### src/rtl/lcd_timing_pkg.sv
// lcd_timing_pkg: shared constants for the RGB565 LCD timing generator.
// Holds the pattern mode encoding, the colour-bar table and the RGB565 field widths.
package lcd_timing_pkg;

  localparam int R_W   = 5;
  localparam int G_W   = 6;
  localparam int B_W   = 5;
  localparam int RGB_W = R_W + G_W + B_W;

  typedef enum logic [1:0] {
    MODE_BARS  = 2'd0,
    MODE_GRAD  = 2'd1,
    MODE_CHECK = 2'd2,
    MODE_SOLID = 2'd3
  } mode_e;

  localparam logic [RGB_W-1:0] RGB_WHITE = 16'hFFFF;
  localparam logic [RGB_W-1:0] RGB_BLACK = 16'h0000;

  // Bar colours, index 0 (left) .. 7 (right); packed so entry i is BAR_TABLE[i].
  localparam logic [7:0][RGB_W-1:0] BAR_TABLE = {
    16'h0000,  // 7 black
    16'h001F,  // 6 blue
    16'hF800,  // 5 red
    16'hF81F,  // 4 magenta
    16'h07E0,  // 3 green
    16'h07FF,  // 2 cyan
    16'hFFE0,  // 1 yellow
    16'hFFFF   // 0 white
  };

endpackage

### src/rtl/lcd_pattern_gen.sv
// lcd_pattern_gen: test-pattern colour source for lcd_timing_gen.
// Bar position is tracked with a per-line pixel counter instead of a divider.
// Build option LCD_TIMING_GEN_SCROLL_EN: per-frame offset register animating the gradient.
module lcd_pattern_gen
  import lcd_timing_pkg::*;
#(
  parameter int H_ACTIVE = 480,
  parameter int CW       = 12
) (
  input  logic             clk,
  input  logic             arst_n,
  input  logic             line_start,
  input  logic             active,
  input  logic             frame_wrap,
  input  logic [CW-1:0]    x,
  input  logic [CW-1:0]    y,
  input  mode_e            mode,
  input  logic [RGB_W-1:0] solid_rgb,
  output logic [R_W-1:0]   r,
  output logic [G_W-1:0]   g,
  output logic [B_W-1:0]   b
);

  localparam int BW = H_ACTIVE / 8;

  logic [CW-1:0]    bar_pix_r;
  logic [2:0]       bar_idx_r;
  logic [CW-1:0]    offset_s;
  logic [8:0]       xs_s;
  logic [8:0]       ys_s;
  logic [RGB_W-1:0] rgb_s;
  logic [RGB_W-1:0] rgb_r;
  logic             unused_bits_s;

  // Bar tracking: count pixels inside the current bar, step the index each BW pixels, park on bar 7.
  always_ff @(posedge clk or negedge arst_n) begin
    if (!arst_n) begin
      bar_pix_r <= '0;
      bar_idx_r <= 3'd0;
    end else if (line_start) begin
      bar_pix_r <= '0;
      bar_idx_r <= 3'd0;
    end else if (active) begin
      if ((bar_pix_r == CW'(BW - 1)) && (bar_idx_r != 3'd7)) begin
        bar_pix_r <= '0;
        bar_idx_r <= bar_idx_r + 3'd1;
      end else begin
        bar_pix_r <= bar_pix_r + CW'(1);
        bar_idx_r <= bar_idx_r;
      end
    end else begin
      bar_pix_r <= bar_pix_r;
      bar_idx_r <= bar_idx_r;
    end
  end

`ifdef LCD_TIMING_GEN_SCROLL_EN
  logic [CW-1:0] offset_r;

  // Gradient scroll offset: advances once per frame and wraps at 2^CW.
  always_ff @(posedge clk or negedge arst_n) begin
    if (!arst_n) begin
      offset_r <= '0;
    end else if (frame_wrap) begin
      offset_r <= offset_r + CW'(1);
    end else begin
      offset_r <= offset_r;
    end
  end

  assign offset_s      = offset_r;
  assign unused_bits_s = ^{x, y, offset_s};
`else
  assign offset_s      = '0;
  assign unused_bits_s = ^{x, y, offset_s, frame_wrap};
`endif

  assign xs_s = 9'(x + offset_s);
  assign ys_s = 9'(y + offset_s);

  // Colour mux for the current pixel; blank outside the active area.
  always_comb begin
    rgb_s = RGB_BLACK;
    if (active) begin
      case (mode)
        MODE_BARS:  rgb_s = BAR_TABLE[bar_idx_r];
        MODE_GRAD:  rgb_s = {xs_s[8:4], 6'd63 - xs_s[8:3], ys_s[8:4]};
        MODE_CHECK: rgb_s = (x[4] ^ y[4]) ? RGB_WHITE : RGB_BLACK;
        MODE_SOLID: rgb_s = solid_rgb;
        default:    rgb_s = RGB_BLACK;
      endcase
    end else begin
      rgb_s = RGB_BLACK;
    end
  end

  // Output register so RGB lines up with the registered syncs and DE.
  always_ff @(posedge clk or negedge arst_n) begin
    if (!arst_n) begin
      rgb_r <= RGB_BLACK;
    end else begin
      rgb_r <= rgb_s;
    end
  end

  assign r = rgb_r[RGB_W-1 -: R_W];
  assign g = rgb_r[B_W +: G_W];
  assign b = rgb_r[B_W-1:0];

endmodule

### src/rtl/lcd_timing_gen.sv
// lcd_timing_gen: RGB565 parallel-LCD timing and test-pattern generator (PixelClk domain).
// Counters, sync/DE decode, frame-atomic mode latch; colours come from lcd_pattern_gen.
// Build option LCD_TIMING_GEN_SCROLL_EN: scrolling gradient (see lcd_pattern_gen).
module lcd_timing_gen
  import lcd_timing_pkg::*;
#(
  parameter int   H_ACTIVE = 480,
  parameter int   H_FP     = 8,
  parameter int   H_SYNC   = 1,
  parameter int   H_BP     = 43,
  parameter int   V_ACTIVE = 272,
  parameter int   V_FP     = 4,
  parameter int   V_SYNC   = 10,
  parameter int   V_BP     = 12,
  parameter logic HS_POL   = 1'b0,
  parameter logic VS_POL   = 1'b0,
  parameter int   CW       = 12
) (
  input  logic             PixelClk,
  input  logic             ARST_N,
  input  logic [1:0]       mode,
  input  logic [RGB_W-1:0] solid_rgb,
  output logic             frame_start,
  output logic [CW-1:0]    pix_x,
  output logic [CW-1:0]    pix_y,
  output logic             LCD_DE,
  output logic             LCD_HSYNC,
  output logic             LCD_VSYNC,
  output logic [R_W-1:0]   LCD_R,
  output logic [G_W-1:0]   LCD_G,
  output logic [B_W-1:0]   LCD_B
);

  localparam int H_TOTAL = H_SYNC + H_BP + H_ACTIVE + H_FP;
  localparam int V_TOTAL = V_SYNC + V_BP + V_ACTIVE + V_FP;
  localparam int H_START = H_SYNC + H_BP;
  localparam int V_START = V_SYNC + V_BP;
  localparam int H_END   = H_START + H_ACTIVE;
  localparam int V_END   = V_START + V_ACTIVE;

  // Elaboration-time rejection of degenerate or oversized timing.
  if ((H_ACTIVE < 8) || (H_FP < 1) || (H_SYNC < 1) || (H_BP < 1) ||
      (V_ACTIVE < 1) || (V_FP < 1) || (V_SYNC < 1) || (V_BP < 1) || (CW < 5) ||
      (H_TOTAL >= (1 << CW)) || (V_TOTAL >= (1 << CW))) begin : g_param_check
    $error("lcd_timing_gen: unsupported timing parameters");
  end

  logic [CW-1:0]    h_cnt_r;
  logic [CW-1:0]    v_cnt_r;
  logic             h_last_s;
  logic             v_last_s;
  logic             active_s;
  logic             first_pix_s;
  logic             frame_top_s;
  logic [CW-1:0]    x_s;
  logic [CW-1:0]    y_s;
  mode_e            mode_r;
  logic [RGB_W-1:0] solid_r;
  logic             de_r;
  logic             hs_r;
  logic             vs_r;
  logic             fs_r;
  logic [CW-1:0]    pix_x_r;
  logic [CW-1:0]    pix_y_r;

  assign h_last_s    = (h_cnt_r == CW'(H_TOTAL - 1));
  assign v_last_s    = (v_cnt_r == CW'(V_TOTAL - 1));
  assign active_s    = (h_cnt_r >= CW'(H_START)) && (h_cnt_r < CW'(H_END)) &&
                       (v_cnt_r >= CW'(V_START)) && (v_cnt_r < CW'(V_END));
  assign first_pix_s = (h_cnt_r == CW'(H_START)) && (v_cnt_r == CW'(V_START));
  assign frame_top_s = (h_cnt_r == '0) && (v_cnt_r == '0);
  assign x_s         = h_cnt_r - CW'(H_START);
  assign y_s         = v_cnt_r - CW'(V_START);

  // Horizontal and vertical raster counters.
  always_ff @(posedge PixelClk or negedge ARST_N) begin
    if (!ARST_N) begin
      h_cnt_r <= '0;
      v_cnt_r <= '0;
    end else if (h_last_s) begin
      h_cnt_r <= '0;
      v_cnt_r <= v_last_s ? '0 : v_cnt_r + CW'(1);
    end else begin
      h_cnt_r <= h_cnt_r + CW'(1);
      v_cnt_r <= v_cnt_r;
    end
  end

  // Frame-atomic capture of the pattern selection at the top-left of the raster.
  always_ff @(posedge PixelClk or negedge ARST_N) begin
    if (!ARST_N) begin
      mode_r  <= MODE_BARS;
      solid_r <= '0;
    end else if (frame_top_s) begin
      mode_r  <= mode_e'(mode);
      solid_r <= solid_rgb;
    end else begin
      mode_r  <= mode_r;
      solid_r <= solid_r;
    end
  end

  // Registered timing outputs, one cycle behind the counters like the RGB path.
  always_ff @(posedge PixelClk or negedge ARST_N) begin
    if (!ARST_N) begin
      de_r    <= 1'b0;
      hs_r    <= ~HS_POL;
      vs_r    <= ~VS_POL;
      fs_r    <= 1'b0;
      pix_x_r <= '0;
      pix_y_r <= '0;
    end else begin
      de_r    <= active_s;
      hs_r    <= (h_cnt_r < CW'(H_SYNC)) ? HS_POL : ~HS_POL;
      vs_r    <= (v_cnt_r < CW'(V_SYNC)) ? VS_POL : ~VS_POL;
      fs_r    <= first_pix_s;
      pix_x_r <= active_s ? x_s : pix_x_r;
      pix_y_r <= active_s ? y_s : pix_y_r;
    end
  end

  lcd_pattern_gen #(
    .H_ACTIVE (H_ACTIVE),
    .CW       (CW)
  ) u_pattern (
    .clk        (PixelClk),
    .arst_n     (ARST_N),
    .line_start (h_cnt_r == '0),
    .active     (active_s),
    .frame_wrap (h_last_s && v_last_s),
    .x          (x_s),
    .y          (y_s),
    .mode       (mode_r),
    .solid_rgb  (solid_r),
    .r          (LCD_R),
    .g          (LCD_G),
    .b          (LCD_B)
  );

  assign LCD_DE      = de_r;
  assign LCD_HSYNC   = hs_r;
  assign LCD_VSYNC   = vs_r;
  assign frame_start = fs_r;
  assign pix_x       = pix_x_r;
  assign pix_y       = pix_y_r;

endmodule

### config.mk
export PLATFORM = sky130hd
export DESIGN_NAME = lcd_timing_gen
export DESIGN_NICKNAME = d
export VERILOG_FILES = /design/src/rtl/lcd_timing_pkg.sv /design/src/rtl/lcd_pattern_gen.sv /design/src/rtl/lcd_timing_gen.sv
export SDC_FILE = /design/constraint.sdc
export NUM_CORES = 1
export LEC_CHECK = 0
export BUFFER_PORTS_ARGS = -buffer_cell sky130_fd_sc_hd__buf_2
export CELL_PAD_IN_SITES_DETAIL_PLACEMENT = 1
export CELL_PAD_IN_SITES_GLOBAL_PLACEMENT = 2
export CORE_MARGIN = 3
export CORE_UTILIZATION = 30
export DETAILED_ROUTE_END_ITERATION = 12
export PLACE_DENSITY = 0.63
export SLEW_MARGIN = 20
export SYNTH_ARGS = -nofsm -noshare
export SYNTH_HDL_FRONTEND = slang
export SYNTH_HIERARCHICAL = 1
export SYNTH_SLANG_ARGS = --single-unit
### constraint.sdc
create_clock -name PixelClk -period 4.5 [get_ports PixelClk]
set_input_delay 1.35 -clock PixelClk [delete_from_list [all_inputs] [get_ports PixelClk]]
set_output_delay 1.35 -clock PixelClk [all_outputs]
set_load 0.01 [all_outputs]
==> flow_summary.toml <==
[run_status]
status = "finished clean"

[finish]
antenna_cells = 0
layout.nets = 540
syn2layout_area_growth_pct = 14.6
fin_cells = 728
fillCellCount = 1814
drive_gt1_share_pct = 27.5

[sta]
hold_viol = 0
setup_violations = 0
post-route-period-util_pct = 61.5
fin_setup_tns_ns = 0
whs_ns = 0.475
max-slew-margin-rel_pct = 36.7
period_needed_ns = 2.77
slew_viol_final = 0
skew_ns = 0.00830
rsz0062_at_grt = "false"
fmax_mhz = 361
worst_slew_pin_slew_ns = 0.947

[routing]
drc_errors = 0
vias = 3452
ant_nets = 0
vias_per_cell = 4.74
routedWlPerCell_um = 16.7
drtIter0Drc = 129
firstDrtPassIters = 4
totalWireLength_um = 12200

[floorplan]
die_x_um = 135
ioPinCount = 64
start_util_pct = 30.9
die_area_um2 = 18100
die_h_um = 135
core_region_area_um2 = 16100
std_cell_rows = 46

[setup_path]
required_ns = 4.74
critical_path_class = "register to register"
crit_arrival_ns = 3.00
path_cells = "ha_1, o21ai_0, a21oi_1, o211a_1, nand2_2, inv_1, nor2_1, or4_4, xor2_1, nor2_2"
cp.buffers_inverters = 1
cp_slowest_cell = "or4_4"
worst_setup_path_start_kind = "register"
slowest_delay_ns = 0.51
critPathTopFamily = "simple AND/OR/NAND/NOR gates"
end_kind = "register"
crit_path_max_fanout = 10

[cts]
cts_resized = 0
numCtsBuffers = 9
clockRootBuffer = "clkbuf_16"
clk_latency_ns = 0.35
cts_tree = "built"
cts.clk_slew.worst_paths_ns = 0.08
clockBufferDepth = 2
cts_sinks = 101
hold_buffers = 0
post-cts-setup-buffer-count = 0
htreeDepth = 3

[place]
gp_congestion = 0.808
placed_cells = 712
dp_hpwl_um = 8990
port_buffers = 63

[power_and_ir_drop]
peakVddDrop_mv = 0.176
p_leak_nw = 2.80
p_per_area_nw_per_um2 = 305
totalPowerFinal_mw = 1.74

[logic_synthesis]
synth_warnings = 6
synthCells = 455
syn-num-nets = 488
syn_area_um2 = 4970
syn_area_per_cell_um2 = 10.9

[global_route]
grt.overflow.total = 0
track_usage_pct = 14.1
antenna_found_initial = 0
grt_pass1_wl_um = 20100
grt_max_degree = 71
grt_pass1_vias = 3632

[job]
drv_cap = 0

[hold_path]
holdCritPathClass = "register to register"
flip-flops by register name, summed over array words and instances, names as in the netlist, 2 cells and up:
signal and cells:
u_pattern/bar_pix_r 12, u_pattern/bar_idx_r 3, solid_r 16, mode_r 2, u_pattern/rgb_r 16, h_cnt_r 12
pix_x 12, pix_y 12, v_cnt_r 12
power breakdown:
group | internal (mW) | total, mW | switching, mW
logic | 0.0196 | 0.0508 | 0.0312
registers | 0.915 | 0.925 | 0.00927
clock network | 0.399 | 0.763 | 0.363
total | 1.33 | 1.74 | 0.404
worst register-to-register path, delay by kind of cell (launching register included):
family                   cells  cell delay (ns)
AND/OR/NAND/NOR              4             0.81
AO/OA/AOI/OAI                3             0.67
flip-flops                   1             0.43
adder cells (fa/ha/maj)      1             0.32
buffers and inverters        1             0.24
XOR/XNOR                     1             0.17
cell usage in the layout, fill, tap and decap left out, types with 4 or more instances in the layout:
cell type  instances
dfrtp_1           99
buf_2             62
nand2_1           56
mux2_2            39
nor2_1            32
xnor2_1           27
a21oi_1           23
o21ai_0           18
nand3_1           15
xor2_1            14
ha_1              13
inv_1             11
and3_1            11
clkbuf_16          9
a22o_1             6
nor4_1             5
nand4_1            5
buf_4              4
per-layer routing:
metal	global-route usage, %	part of all wire, %	wire (um)
met5	0	0	0
met4	3.96	1.1	139
met3	3.43	3.9	479
met2	21.4	45	5440
met1	20.1	50	6110
stage by stage:
stage	util [%]	area (um^2)	setup slack, ns
2_1_floorplan	-	4970	1.94
3_3_place_gp	33.7	5410	1.80
3_5_place_dp	33.7	5410	1.71
4_1_cts	35.5	5700	1.69
5_1_grt	35.5	5700	1.40
6_report	35.5	5700	1.73
path summary, 6_finish.rpt:
check | startpoint | to | slack (ns) | cells past startpoint
setup / recovery | h_cnt_r[2] | u_pattern/bar_pix_r[7] | 1.73 | 10
hold reg to reg | v_cnt_r[11] | v_cnt_r[11] | 0.48 | 1
hold / removal | v_cnt_r[11] | v_cnt_r[11] | 0.48 | 1
setup reg to reg | h_cnt_r[2] | u_pattern/bar_pix_r[7] | 1.73 | 10
min in group asynchronous | ARST_N | u_pattern/bar_pix_r[8] | 1.12 | 1
max in group asynchronous | ARST_N | LCD_HSYNC | 2.48 | 2
area by class of cell:
| class | count | area (um^2) | share of cell area, % |
|---|---|---|---|
| clock inverter | 6 | 52.6 | 0.922 |
| inverter | 11 | 41.3 | 0.725 |
| timing repair buffer | 66 | 340 | 5.97 |
| clock buffer | 10 | 239 | 4.20 |
| tap | 216 | 270 | 4.74 |
| multi-input combinational | 318 | 2220 | 39.0 |
| sequential | 101 | 2530 | 44.4 |
No activity file was read; power rests on OpenSTA's default activity.
